File: src/rtl/adsr_envelope_bank.sv
// Bank of NUM_VOICES linear ADSR envelope generators.
// All voices share one tick prescaler and one set of A/D/S/R controls.
// Each voice has its own gate edge detector, rate counter and state.
//
// Ports:
//   clk_i            system clock
//   rst_ni           asynchronous active-low reset
//   gate_i           per-voice note gate (level; edges detected internally)
//   attack_rate_i    attack step every attack_rate_i+1 ticks
//   decay_rate_i     decay step every decay_rate_i+1 ticks
//   sustain_pct_i    sustain level selector
//   release_rate_i   release step every release_rate_i+1 ticks
//   amplitude_o      voice v at [v*AMP_WIDTH +: AMP_WIDTH]
//   active_o         1 while a voice is not idle
//   release_done_o   one-cycle pulse when a voice finishes its release
module adsr_envelope_bank #(
  parameter int unsigned NUM_VOICES    = 4,
  parameter int unsigned PERCENT_WIDTH = 7,
  parameter int unsigned AMP_WIDTH     = 16,
  parameter int unsigned STEP_SIZE     = 64,
  parameter int unsigned PRESCALE      = 763
) (
  input  logic                            clk_i,
  input  logic                            rst_ni,
  input  logic [NUM_VOICES-1:0]           gate_i,
  input  logic [PERCENT_WIDTH-1:0]        attack_rate_i,
  input  logic [PERCENT_WIDTH-1:0]        decay_rate_i,
  input  logic [PERCENT_WIDTH-1:0]        sustain_pct_i,
  input  logic [PERCENT_WIDTH-1:0]        release_rate_i,
  output logic [NUM_VOICES*AMP_WIDTH-1:0] amplitude_o,
  output logic [NUM_VOICES-1:0]           active_o,
  output logic [NUM_VOICES-1:0]           release_done_o
);

  typedef enum logic [2:0] {StIdle, StAttack, StDecay, StSustain, StRelease} state_e;

  localparam int unsigned PsW = (PRESCALE > 1) ? $clog2(PRESCALE) : 1;
  localparam logic [PsW-1:0] PsLast = PsW'(PRESCALE - 1);
  // Amplitude arithmetic is done one bit wider so saturation/underflow is exact.
  localparam logic [AMP_WIDTH:0] AmpMaxX = {1'b0, {AMP_WIDTH{1'b1}}};
  localparam logic [AMP_WIDTH:0] StepX   = (AMP_WIDTH + 1)'(STEP_SIZE);

  // Shared time base
  logic [PsW-1:0] ps_q;
  logic           tick;

  assign tick = (ps_q == PsLast);

  always_ff @(posedge clk_i or negedge rst_ni) begin
    if (!rst_ni) begin
      ps_q <= '0;
    end else if (tick) begin
      ps_q <= '0;
    end else begin
      ps_q <= ps_q + 1'b1;
    end
  end

  // Sustain level: replicate the LSB so 0 maps to 0 and all-ones maps to all-ones.
  logic [AMP_WIDTH-1:0] sus_lvl;
  assign sus_lvl = {sustain_pct_i, {(AMP_WIDTH - PERCENT_WIDTH){sustain_pct_i[0]}}};

  // Per-voice state
  state_e                   state_q [NUM_VOICES];
  state_e                   state_d [NUM_VOICES];
  logic [AMP_WIDTH-1:0]     amp_q   [NUM_VOICES];
  logic [AMP_WIDTH-1:0]     amp_d   [NUM_VOICES];
  logic [PERCENT_WIDTH-1:0] cnt_q   [NUM_VOICES];
  logic [PERCENT_WIDTH-1:0] cnt_d   [NUM_VOICES];
  logic [PERCENT_WIDTH-1:0] rate    [NUM_VOICES];
  logic [AMP_WIDTH:0]       sum     [NUM_VOICES];
  logic [AMP_WIDTH:0]       diff    [NUM_VOICES];
  logic [NUM_VOICES-1:0]    gate_q;
  logic [NUM_VOICES-1:0]    rise;
  logic [NUM_VOICES-1:0]    fall;
  logic [NUM_VOICES-1:0]    step;
  logic [NUM_VOICES-1:0]    done_d;
  logic [NUM_VOICES-1:0]    done_q;
  logic [NUM_VOICES-1:0]    active_d;
  logic [NUM_VOICES-1:0]    active_q;

  always_comb begin
    for (int v = 0; v < NUM_VOICES; v++) begin
      state_d[v]  = state_q[v];
      amp_d[v]    = amp_q[v];
      cnt_d[v]    = cnt_q[v];
      done_d[v]   = 1'b0;
      step[v]     = 1'b0;
      rise[v]     = gate_i[v] & ~gate_q[v];
      fall[v]     = ~gate_i[v] & gate_q[v];
      sum[v]      = {1'b0, amp_q[v]} + StepX;
      diff[v]     = {1'b0, amp_q[v]} - StepX;

      // Rate inputs are used live, so a change applies at the next compare.
      unique case (state_q[v])
        StAttack:  rate[v] = attack_rate_i;
        StDecay:   rate[v] = decay_rate_i;
        StRelease: rate[v] = release_rate_i;
        default:   rate[v] = '0;
      endcase

      if (tick && (state_q[v] == StAttack || state_q[v] == StDecay ||
                   state_q[v] == StRelease)) begin
        if (cnt_q[v] == rate[v]) begin
          step[v]  = 1'b1;
          cnt_d[v] = '0;
        end else begin
          cnt_d[v] = cnt_q[v] + 1'b1;
        end
      end

      // Gate edges win over a coincident step; the step is dropped.
      if (rise[v]) begin
        state_d[v] = StAttack;
        cnt_d[v]   = '0;
      end else if (fall[v] && (state_q[v] == StAttack || state_q[v] == StDecay ||
                               state_q[v] == StSustain)) begin
        state_d[v] = StRelease;
        cnt_d[v]   = '0;
      end else begin
        unique case (state_q[v])
          StIdle: begin
            amp_d[v] = '0;
            cnt_d[v] = '0;
          end
          StAttack: begin
            if (step[v]) begin
              if (sum[v] >= AmpMaxX) begin
                amp_d[v]   = AmpMaxX[AMP_WIDTH-1:0];
                state_d[v] = StDecay;
              end else begin
                amp_d[v] = sum[v][AMP_WIDTH-1:0];
              end
            end
          end
          StDecay: begin
            if (step[v]) begin
              // Guard bit set means the subtraction went below zero.
              if (diff[v][AMP_WIDTH] || (diff[v][AMP_WIDTH-1:0] <= sus_lvl)) begin
                amp_d[v]   = sus_lvl;
                state_d[v] = StSustain;
              end else begin
                amp_d[v] = diff[v][AMP_WIDTH-1:0];
              end
            end
          end
          StSustain: begin
            amp_d[v] = sus_lvl;
            cnt_d[v] = '0;
          end
          StRelease: begin
            if (step[v]) begin
              if ({1'b0, amp_q[v]} <= StepX) begin
                amp_d[v]   = '0;
                state_d[v] = StIdle;
                done_d[v]  = 1'b1;
              end else begin
                amp_d[v] = diff[v][AMP_WIDTH-1:0];
              end
            end
          end
          default: begin
            state_d[v] = StIdle;
            amp_d[v]   = '0;
            cnt_d[v]   = '0;
          end
        endcase
      end

      active_d[v] = (state_d[v] != StIdle);
    end
  end

  always_ff @(posedge clk_i or negedge rst_ni) begin
    if (!rst_ni) begin
      for (int v = 0; v < NUM_VOICES; v++) begin
        state_q[v] <= StIdle;
        amp_q[v]   <= '0;
        cnt_q[v]   <= '0;
      end
      gate_q   <= '0;
      done_q   <= '0;
      active_q <= '0;
    end else begin
      for (int v = 0; v < NUM_VOICES; v++) begin
        state_q[v] <= state_d[v];
        amp_q[v]   <= amp_d[v];
        cnt_q[v]   <= cnt_d[v];
      end
      gate_q   <= gate_i;
      done_q   <= done_d;
      active_q <= active_d;
    end
  end

  always_comb begin
    amplitude_o = '0;
    for (int v = 0; v < NUM_VOICES; v++) begin
      amplitude_o[v*AMP_WIDTH +: AMP_WIDTH] = amp_q[v];
    end
  end

  assign active_o       = active_q;
  assign release_done_o = done_q;

endmodule
File: config.mk
export PLATFORM = sky130hd
export DESIGN_NAME = adsr_envelope_bank
export DESIGN_NICKNAME = d
export VERILOG_FILES = /design/src/rtl/adsr_envelope_bank.sv
export SDC_FILE = /design/constraint.sdc
export NUM_CORES = 1
export LEC_CHECK = 0
export ABC_AREA = 1
export CORE_MARGIN = 2
export CORE_UTILIZATION = 40
export CTS_BUF_LIST = sky130_fd_sc_hd__clkbuf_4 sky130_fd_sc_hd__clkbuf_8 sky130_fd_sc_hd__clkbuf_16
export CTS_CLUSTER_SIZE = 16
export DETAILED_ROUTE_END_ITERATION = 10
export PLACE_DENSITY = 0.57
export SLEW_MARGIN = 20
export SYNTH_ARGS = -nofsm -noshare
export SYNTH_HDL_FRONTEND = slang
export SYNTH_SLANG_ARGS = --single-unit
File: constraint.sdc
create_clock -name clk_i -period 3.45 [get_ports clk_i]
set_input_delay 0.345 -clock clk_i [delete_from_list [all_inputs] [get_ports clk_i]]
set_output_delay 0.345 -clock clk_i [all_outputs]
set_load 0.05 [all_outputs]
======== Word level (Yosys, flattened, before mapping) ========
Cells that the tools add are included.
Widths: inputs -> output; s select.
cells by class
  reductions and logical operators ........ 44
  $lt $le $gt $ge ......................... 12
  $mul .................................... 0
  multiplexer cells ....................... 117
  bitwise gates (word level) .............. 24
  shift operators ......................... 0
  equal/unequal tests ..................... 37
  add/subtract/negate cells ............... 13
  divide/modulo/power cells ............... 0
operators with widths
  kind                   number
  $mux 16                24
  $pmux 16 s4            4
  $mux 7                 20
  $mux 3                 32
  $pmux 7 s3             4
  $add 16x7->17 const B  4
  $ge 17x16->1 const B   4
  $sub 16x7->17 const B  4
  $le 16x16->1           4
  $le 16x7->1 const B    4
  $pmux 3 s4             4
  $add 7x1->7 const B    4
  $eq 7x7->1             4
  $mux 1                 28
  $eq 3x2->1 const B     8
  $ne 2x2->1 const B     12
  $reduce_and 5->1       4
  $logic_or 1x1->1       16
  $ne 4x1->1 const B     4
  $not 1->1              16
  $eq 3x1->1 const B     4
  $eq 3x3->1 const B     4
  $logic_not 3->1        4
  $reduce_bool 3->1      4
  other kinds (7)        27
word-level totals
  memories ................................ 0
  word-level logic and storage cells ...... 263
  flip-flop bits (word level) ............. 126
  bits of input ports ..................... 34
  output and inout port bits .............. 72
  latch bits .............................. 0
  ROM bits ................................ 0
  RAM bits ................................ 0

======== Longest topological paths before layout ========
  depth after elaboration ................. 10
  gate-level depth with buffers ........... 25
  mapped depth without buffers ............ 24

======== Least setup slack after synthesis ========
Ideal clock, no wire load.
  path kind ............................... register -> register
  start ................................... reg amp_q (netlist bit amplitude_o[6])
  end ..................................... reg amp_q (netlist bit amplitude_o[6])
  arrival time ............................ 3145 ps
  path buffers ............................ 0
  data required time ...................... 3363 ps
  cell stages (with the launch flop) ...... 19
  clock period less this slack ............ 3232 ps
  library setup time ...................... 87 ps
  slack ................................... 218 ps
  cells stage by stage .................... dfrtp_1 inv_1 ha_1 nand2_1 nor3_1 nand2_1 o21ai_0 o21ai_0 ha_1 nand2_1 nor2_1 nand2_1 o21ai_0 a31oi_1 a21oi_1 nand2_1 nand2_1 nand2_1 o211ai_1
on the way
  longest elaborated chain between the ends .. 6
  elaborated cells between the ends (all ways) .. 13
  those cells by class .................... add/sub: 2; order compare: 3; mux: 7; reduce/logical: 1
RTL lines
  element                           RTL line  source
  start: declaration                66        logic [AMP_WIDTH-1:0] amp_q [NUM_VOICES];
  start signal: indexed assignment  187       amp_q[v] <= amp_d[v];
  $sub 16x7->17                     92        diff[v] = {1'b0, amp_q[v]} - StepX;
  $le 16x16->1                      139       if (diff[v][AMP_WIDTH] || (diff[v][AMP_WIDTH-1:0] <= sus_lvl)) begin
  $logic_or 1x1->1                  139
  $mux 16                           139
  $mux 16                           137       if (step[v]) begin
  $pmux 16 s4 *                     121       unique case (state_q[v])
Mark *: on every way between the ends. The rest lies on a longest branch, timed or not. The select of a mux whose other input is x is not followed.
A chain may end at the register's enable or synchronous reset.

======== Final worst setup path ========
  start ................................... reg amp_q (netlist bit amplitude_o[6])
  end ..................................... reg amp_q (netlist bit amplitude_o[9])
The elaborated chain is that of the path after synthesis.

==> flow_summary.yaml <==
clocking:
  clockRootBuffer: "clkbuf_16"
  cts.path.max_buffers: 2
  insertion_delay_ns: 0.36
  cts.sinks: 106
  cts_max_level: 3
  cts_hold_buf: 0
  cts_setup_buffers: 0
  cts_made_buffers: 9
  cts_tree: "done"
  clk_pin_slew_worst_paths_ns: 0.08
critical_path:
  crit_top_cell: "nand2_1"
  cpMaxStageDelayCell: "dfrtp_1"
  worstPathMaxFanout: 11
  cp-start-kind: "flop"
  crit_type: "reg2reg"
  crit_arrival_ns: 3.39
  cp_data_required_time_ns: 3.69
  crit_path_max_incr_delay_ns: 0.39
  cp_top_family: "simple AND/OR/NAND/NOR gates"
  critical_path_buf_inv_count: 1
  cp_cell_sequence: "inv_2, ha_1, nand2_1, nor3_2, nand2_1, o21ai_0, o21ai_0, ha_1, nand2_1, nor2_1, nand2_1, o21ai_1, a31oi_1, nand3_1, nand2_2, nand2_1, o21ai_0, o21ai_0, o21ai_1"
  end_kind: "flop"
place:
  dpl.hpwl_um: 24500
  dp_worst_setup_slack_ns: 0.0551
  io_buffer_count: 105
  routabilityCongestion: 0.902
die:
  floorplan.initialDensity_pct: 40.3
  dieArea_um2: 26400
  row_count: 58
  dieHeight_um: 163
  die_w_um: 163
  design.core.area_um2: 25000
  num_io_pins: 106
logic_synthesis:
  ys_seq_area_share_pct: 26.4
  yosysWarnings: 0
  ys_seq_elements: 106
  synthArstFlopShare_pct: 100
  synth_area_um2: 10100
  synthTopCellsByArea: "dfrtp_1 26%, nand2_1 18%, ha_1 8.2%, nand3_1 7.0%, inv_1 7.0%"
  yosysTopAreaCell: "dfrtp_1"
  synth_cell_types: 39
  synth_edf_count: 0
  yosysTopAreaCellShare_pct: 26.4
  synth_cells: 1579
  synthFlopType: "dfrtp_1"
  synth_area_per_cell_um2: 6.37
  syn-num-nets: 1679
timing:
  worstMarginPinSlew_ns: 0.798
  rsz0062_at_grt: "no"
  hold_viol: 0
  fmax_mhz: 318
  min_period_ns: 3.15
  fin_crit_sh_pct: 91.2
  fin_ws_ns: 0.303
  maxSlewViolCount: 0
  setup_tns_ns: 0
  slew-limit-headroom_pct: 46.4
  skew_ns: 0.00849
  setup_viol: 0
power:
  power_density_nw_per_um2: 809
  vdd_drop_max_uv: 429
  leakagePower_nw: 5.73
  power_w: 0.00958
route:
  drcViolationCount: 0
  dr_total_vias: 10600
  drtPass1Iterations: 5
  routed_wl_um: 31700
  drt_iter0_drc: 702
  routedWlPerCell_um: 15.7
  vias_per_cell: 5.28
  ant_nets: 0
grt:
  grt_pass1_vias: 9857
  track_usage_pct: 24.3
  grt_max_degree: 59
  antenna_found_initial: 0
  grt_first_pass_wirelength_um: 51200
  grt-ovfl-total: 0
status:
  status: "completed"
finish:
  fin_nets: 1782
  antennaDiodeCount: 0
  drive_above_1_share_pct: 5.93
  final_util_pct: 47.4
  fill_cells: 2641
  syn2layout_area_growth_pct: 17.6
min_path:
  hp-class: "in2async"
run:
  drv_cap: 0
## layout make-up
cell class / count / area [µm²] / area share [%]
clock buffer: 10 / 233 / 1.97
timing repair buffer: 140 / 1340 / 11.3
inverter: 201 / 762 / 6.44
sequential: 106 / 2650 / 22.4
multi-input combinational: 1224 / 6370 / 53.8
clock inverter: 6 / 66.3 / 0.560
tap: 330 / 413 / 3.49
## layout by cell type, fill, tap and decap left out, types with 2 or more instances in the layout
master             n
nand4_1           77
inv_2             10
buf_12             2
nor3_1            26
a21oi_1           52
nor2_4             2
o22ai_1           18
ha_1              66
o211ai_1           7
o21ai_0           74
clkinv_2           3
nand3_1          141
nor4_1             3
a21boi_0           4
clkinvlp_4         3
a31oi_1            7
clkbuf_16          9
nor2_2             7
nand3_2            2
buf_4             34
nor3_2             7
dfrtp_1          106
clkinv_1           2
o21bai_1           7
nor3_4             4
xor2_1            43
nor2_1           134
xnor2_1            8
nand2_2            7
inv_1            186
o21ai_1           31
a21oi_2            2
nand2_1          488
clkdlybuf4s50_1  104
## stage by stage
step | std cells | hold WS, ns | instance area, µm²
global route | 2017 | 0.0716 | 11800
CTS | 2017 | 0.0563 | 11800
finish | 2017 | 0.0206 | 11800
detailed placement | 2001 | 0.434 | 11500
floorplan | 1579 | 0.0494 | 10100
global placement | 2001 | 0.431 | 11500
## cells by family (layout without fill, tap and decap cells)
kind of cell / after synthesis / in the layout / synth area share (%)
compound gates: 205 / 205 / 11.0
xor+xnor: 51 / 51 / 4.44
fa+ha+maj: 66 / 66 / 8.21
buf+inv: 249 / 357 / 10.8
flops: 106 / 106 / 26.4
simple gates: 902 / 902 / 39.2
## where the power goes
part	leakage, nW	total, W	switching [W]	internal, W
Clock	0.139	0.00110	0.000521	0.000575
Sequential	1.41	0.00188	0.000402	0.00148
Combinational	4.19	0.00660	0.00434	0.00225
Total	5.73	0.00958	0.00526	0.00431
## worst reg2reg max path: cells and delay by family (launching register included)
kind / cells / cell delay (ns)
compound gates: 7 / 0.91
buf+inv: 1 / 0.13
flops: 1 / 0.39
simple gates: 9 / 1.09
fa+ha+maj: 2 / 0.54
## registers in the layout, summed over array words and instances, names as in the netlist
| signal | count |
|---|---|
| amplitude_o | 44 |
| cnt_q | 28 |
| state_q | 12 |
| ps_q | 10 |
| active_o | 4 |
| gate_q | 4 |
| release_done_o | 4 |
## per-layer routing
metal	share of wire (%)	GRT usage (%)
met1	48	34.2
met2	45	39.3
met3	5.3	3.62
met4	1.6	5.75
met5	0	0
## timing repair
item,in CTS,in global routing
gates resized for setup,1,15
setup endpoints to repair,3,39
cloned,0,0
## cells in the mapped netlist, types with 2 or more instances
| master | instances |
|---|---|
| o22ai_1 | 18 |
| nor2_2 | 6 |
| nand2_1 | 491 |
| nor3_2 | 4 |
| o21ai_1 | 31 |
| inv_1 | 188 |
| inv_2 | 8 |
| o21ai_0 | 75 |
| nand3_2 | 2 |
| dfrtp_1 | 106 |
| xnor2_1 | 8 |
| nand4_1 | 77 |
| buf_6 | 3 |
| nor4_1 | 3 |
| a21oi_1 | 55 |
| xor2_1 | 43 |
| nor3_1 | 29 |
| buf_2 | 8 |
| clkinv_1 | 2 |
| nor2_1 | 135 |
| nand3_1 | 141 |
| clkinv_2 | 2 |
| buf_4 | 28 |
| clkbuf_1 | 8 |
| a21boi_0 | 4 |
| nor2_4 | 2 |
| nor3_4 | 4 |
| o21bai_1 | 7 |
| o211ai_1 | 7 |
| nand2_2 | 4 |
| ha_1 | 66 |
| a31oi_1 | 7 |
## final timing paths
kind	start	endpoint	slack, ns	depth (start not counted)
worst max-delay path	amplitude_o[6]$_DFFE_PN0P_	amplitude_o[9]$_DFFE_PN0P_	0.30	19
worst min-delay path	rst_ni	amplitude_o[25]$_DFFE_PN0P_	0.02	1
worst max register to register	amplitude_o[6]$_DFFE_PN0P_	amplitude_o[9]$_DFFE_PN0P_	0.30	19
worst min register to register	ps_q[0]$_DFF_PN0_	ps_q[0]$_DFF_PN0_	0.49	1
max in group asynchronous	rst_ni	cnt_q[10]$_DFFE_PN0P_	2.65	2
min in group clk_i	gate_i[2]	gate_q[2]$_DFF_PN0_	0.45	1
Power figures use the tool's default switching activity.
==> variant: new RTL, same settings <==
`PERCENT_WIDTH`: 7 -> 14.
--- a/src/rtl/adsr_envelope_bank.sv
+++ b/src/rtl/adsr_envelope_bank.sv
@@ -15,7 +15,7 @@
 //   release_done_o   one-cycle pulse when a voice finishes its release
 module adsr_envelope_bank #(
   parameter int unsigned NUM_VOICES    = 4,
-  parameter int unsigned PERCENT_WIDTH = 7,
+  parameter int unsigned PERCENT_WIDTH = 14,
   parameter int unsigned AMP_WIDTH     = 16,
   parameter int unsigned STEP_SIZE     = 64,
   parameter int unsigned PRESCALE      = 763
Interface: changed (resized attack_rate_i, decay_rate_i, release_rate_i and sustain_pct_i); port bits go from 106 to 134. No check against the original RTL was run, so the function may have changed too.
==> variant against the original RTL <==
  * Design area increased by 33%
  * Sequential cell count increased by 40
  * Highest routed layer unchanged
  * Routed wire length increased by 51%
  * Fmax decreased by 3.6%
  * Hold slack improved by 0.36 ns
  * Setup slack got worse by 0.12 ns
  * Area after synthesis increased by 31%
  * Total power increased by 11%
==> variant: results (changes against the original RTL) <==
The minimum setup slack after placement was -0.112 ns (-0.167 ns); the internal reg-to-reg setup slack was 0.18 ns (-0.12 ns). The number of non-filler instances in the completed layout came out at 2603 (+29%). The number of nets produced by synthesis was 2145 (+28%); the weighted congestion at the end of routability-driven global placement was 0.961 (+6.5%).

The flow ran to the end, and the final reports show no timing, DRC or antenna violations. The worst stage delay on the critical path was 0.45 ns (+0.06 ns). The fraction of final layout cells sized beyond drive strength 1 came out at 0.0727 (+0.0134).

The run gives 74.9 mm (+46%) as the global-route wire length before repair. The final routed wire length divided by cell count is 18.4 um (+17%). The logs give 0.452 (+0.0591) for the met2 track demand over resource in global routing and 17 (+8) for the clock buffer count from CTS. For the leakage power, the log shows 7.19 nW (+25%). Measured slew at the worst slew-check pin: 0.989 ns (+0.192 ns). The logs give 8 (+3) for the iteration count of the initial detailed-routing pass and 4 (+1) for the deepest level of the CTS H-tree.

The detailed-routed wire length on met3 is 4.13 mm (+150%). The tools report the total of hold buffers inserted after clock tree synthesis as 1 (+1). The highest clock frequency the design can meet was 306 MHz (-3.6%); the maximum VDD drop was 426 uV (-0.72%). The tools report the later-pin clock latency in the skew report as 0.47 ns (+0.11 ns).

The slowest stage of the critical path is the sky130_fd_sc_hd__dfrtp_2 cell. The run gives 15100 um^2 (+31%) as the placed standard-cell area. The terminus of the critical flop-to-flop path is amplitude_o[22]$_DFFE_PN0P_.

The tools report the clock tree skew after final layout as 0.0174 ns (+0.00894 ns). The logs give 0.277 (+0.0133) for the share of the yosys chip area belonging to registers and 1077 (+53%) for the iteration-0 DRC count of the detailed router. Filler cell count: 3471 (+31%). Ranked by instance count, the synthesized netlist is headed by sky130_fd_sc_hd__nand2_1 (503), sky130_fd_sc_hd__nand3_1 (232), sky130_fd_sc_hd__inv_1 (209).

For the total number of vias, the log shows 14600 (+37%).
-- variant: cell types whose count changed after synthesis, sizes merged, moves of 10 or more --
| cell | delta |
|---|---|
| a21oi | +25 |
| buf | +19 |
| dfrtp | +40 |
| ha | +12 |
| inv | +22 |
| nand2 | +10 |
| nand3 | +91 |
| nand4 | +50 |
| nor2 | +42 |
| nor3 | +21 |
| o21ai | +27 |
| o22ai | +25 |
| xor2 | +19 |
-- variant: worst max path at each step --
stage                           startpoint                          end
4_1_cts        amplitude_o[23]$_DFFE_PN0P_  amplitude_o[25]$_DFFE_PN0P_
3_5_place_dp   amplitude_o[38]$_DFFE_PN0P_  amplitude_o[44]$_DFFE_PN0P_
6_report       amplitude_o[23]$_DFFE_PN0P_  amplitude_o[22]$_DFFE_PN0P_
3_3_place_gp   amplitude_o[38]$_DFFE_PN0P_  amplitude_o[46]$_DFFE_PN0P_
5_1_grt        amplitude_o[24]$_DFFE_PN0P_  amplitude_o[22]$_DFFE_PN0P_
2_1_floorplan  amplitude_o[40]$_DFFE_PN0P_  amplitude_o[38]$_DFFE_PN0P_
-- variant: cell type report --
| type | count | share of cell area |
|---|---|---|
| clock buffers | 19 | 0.0283 |
| clock inverters | 13 | 0.00808 |
| inverters | 220 | 0.0523 |
| multi-input cells | 1566 | 0.530 |
| flip-flops and latches | 146 | 0.232 |
| well taps | 442 | 0.0350 |
| repair buffers | 197 | 0.115 |
-- variant: power groups by stage --
stage | registers (mW) | logic [mW] | clock network, mW
6_report | 2.32 | 6.40 | 1.93
5_1_grt | 2.36 | 7.15 | 2.02
4_1_cts | 2.30 | 6.23 | 1.96
3_5_place_dp | 2.33 | 6.20 | 0
3_3_place_gp | 2.33 | 6.13 | 0
2_1_floorplan | 2.94 | 3.69 | 0
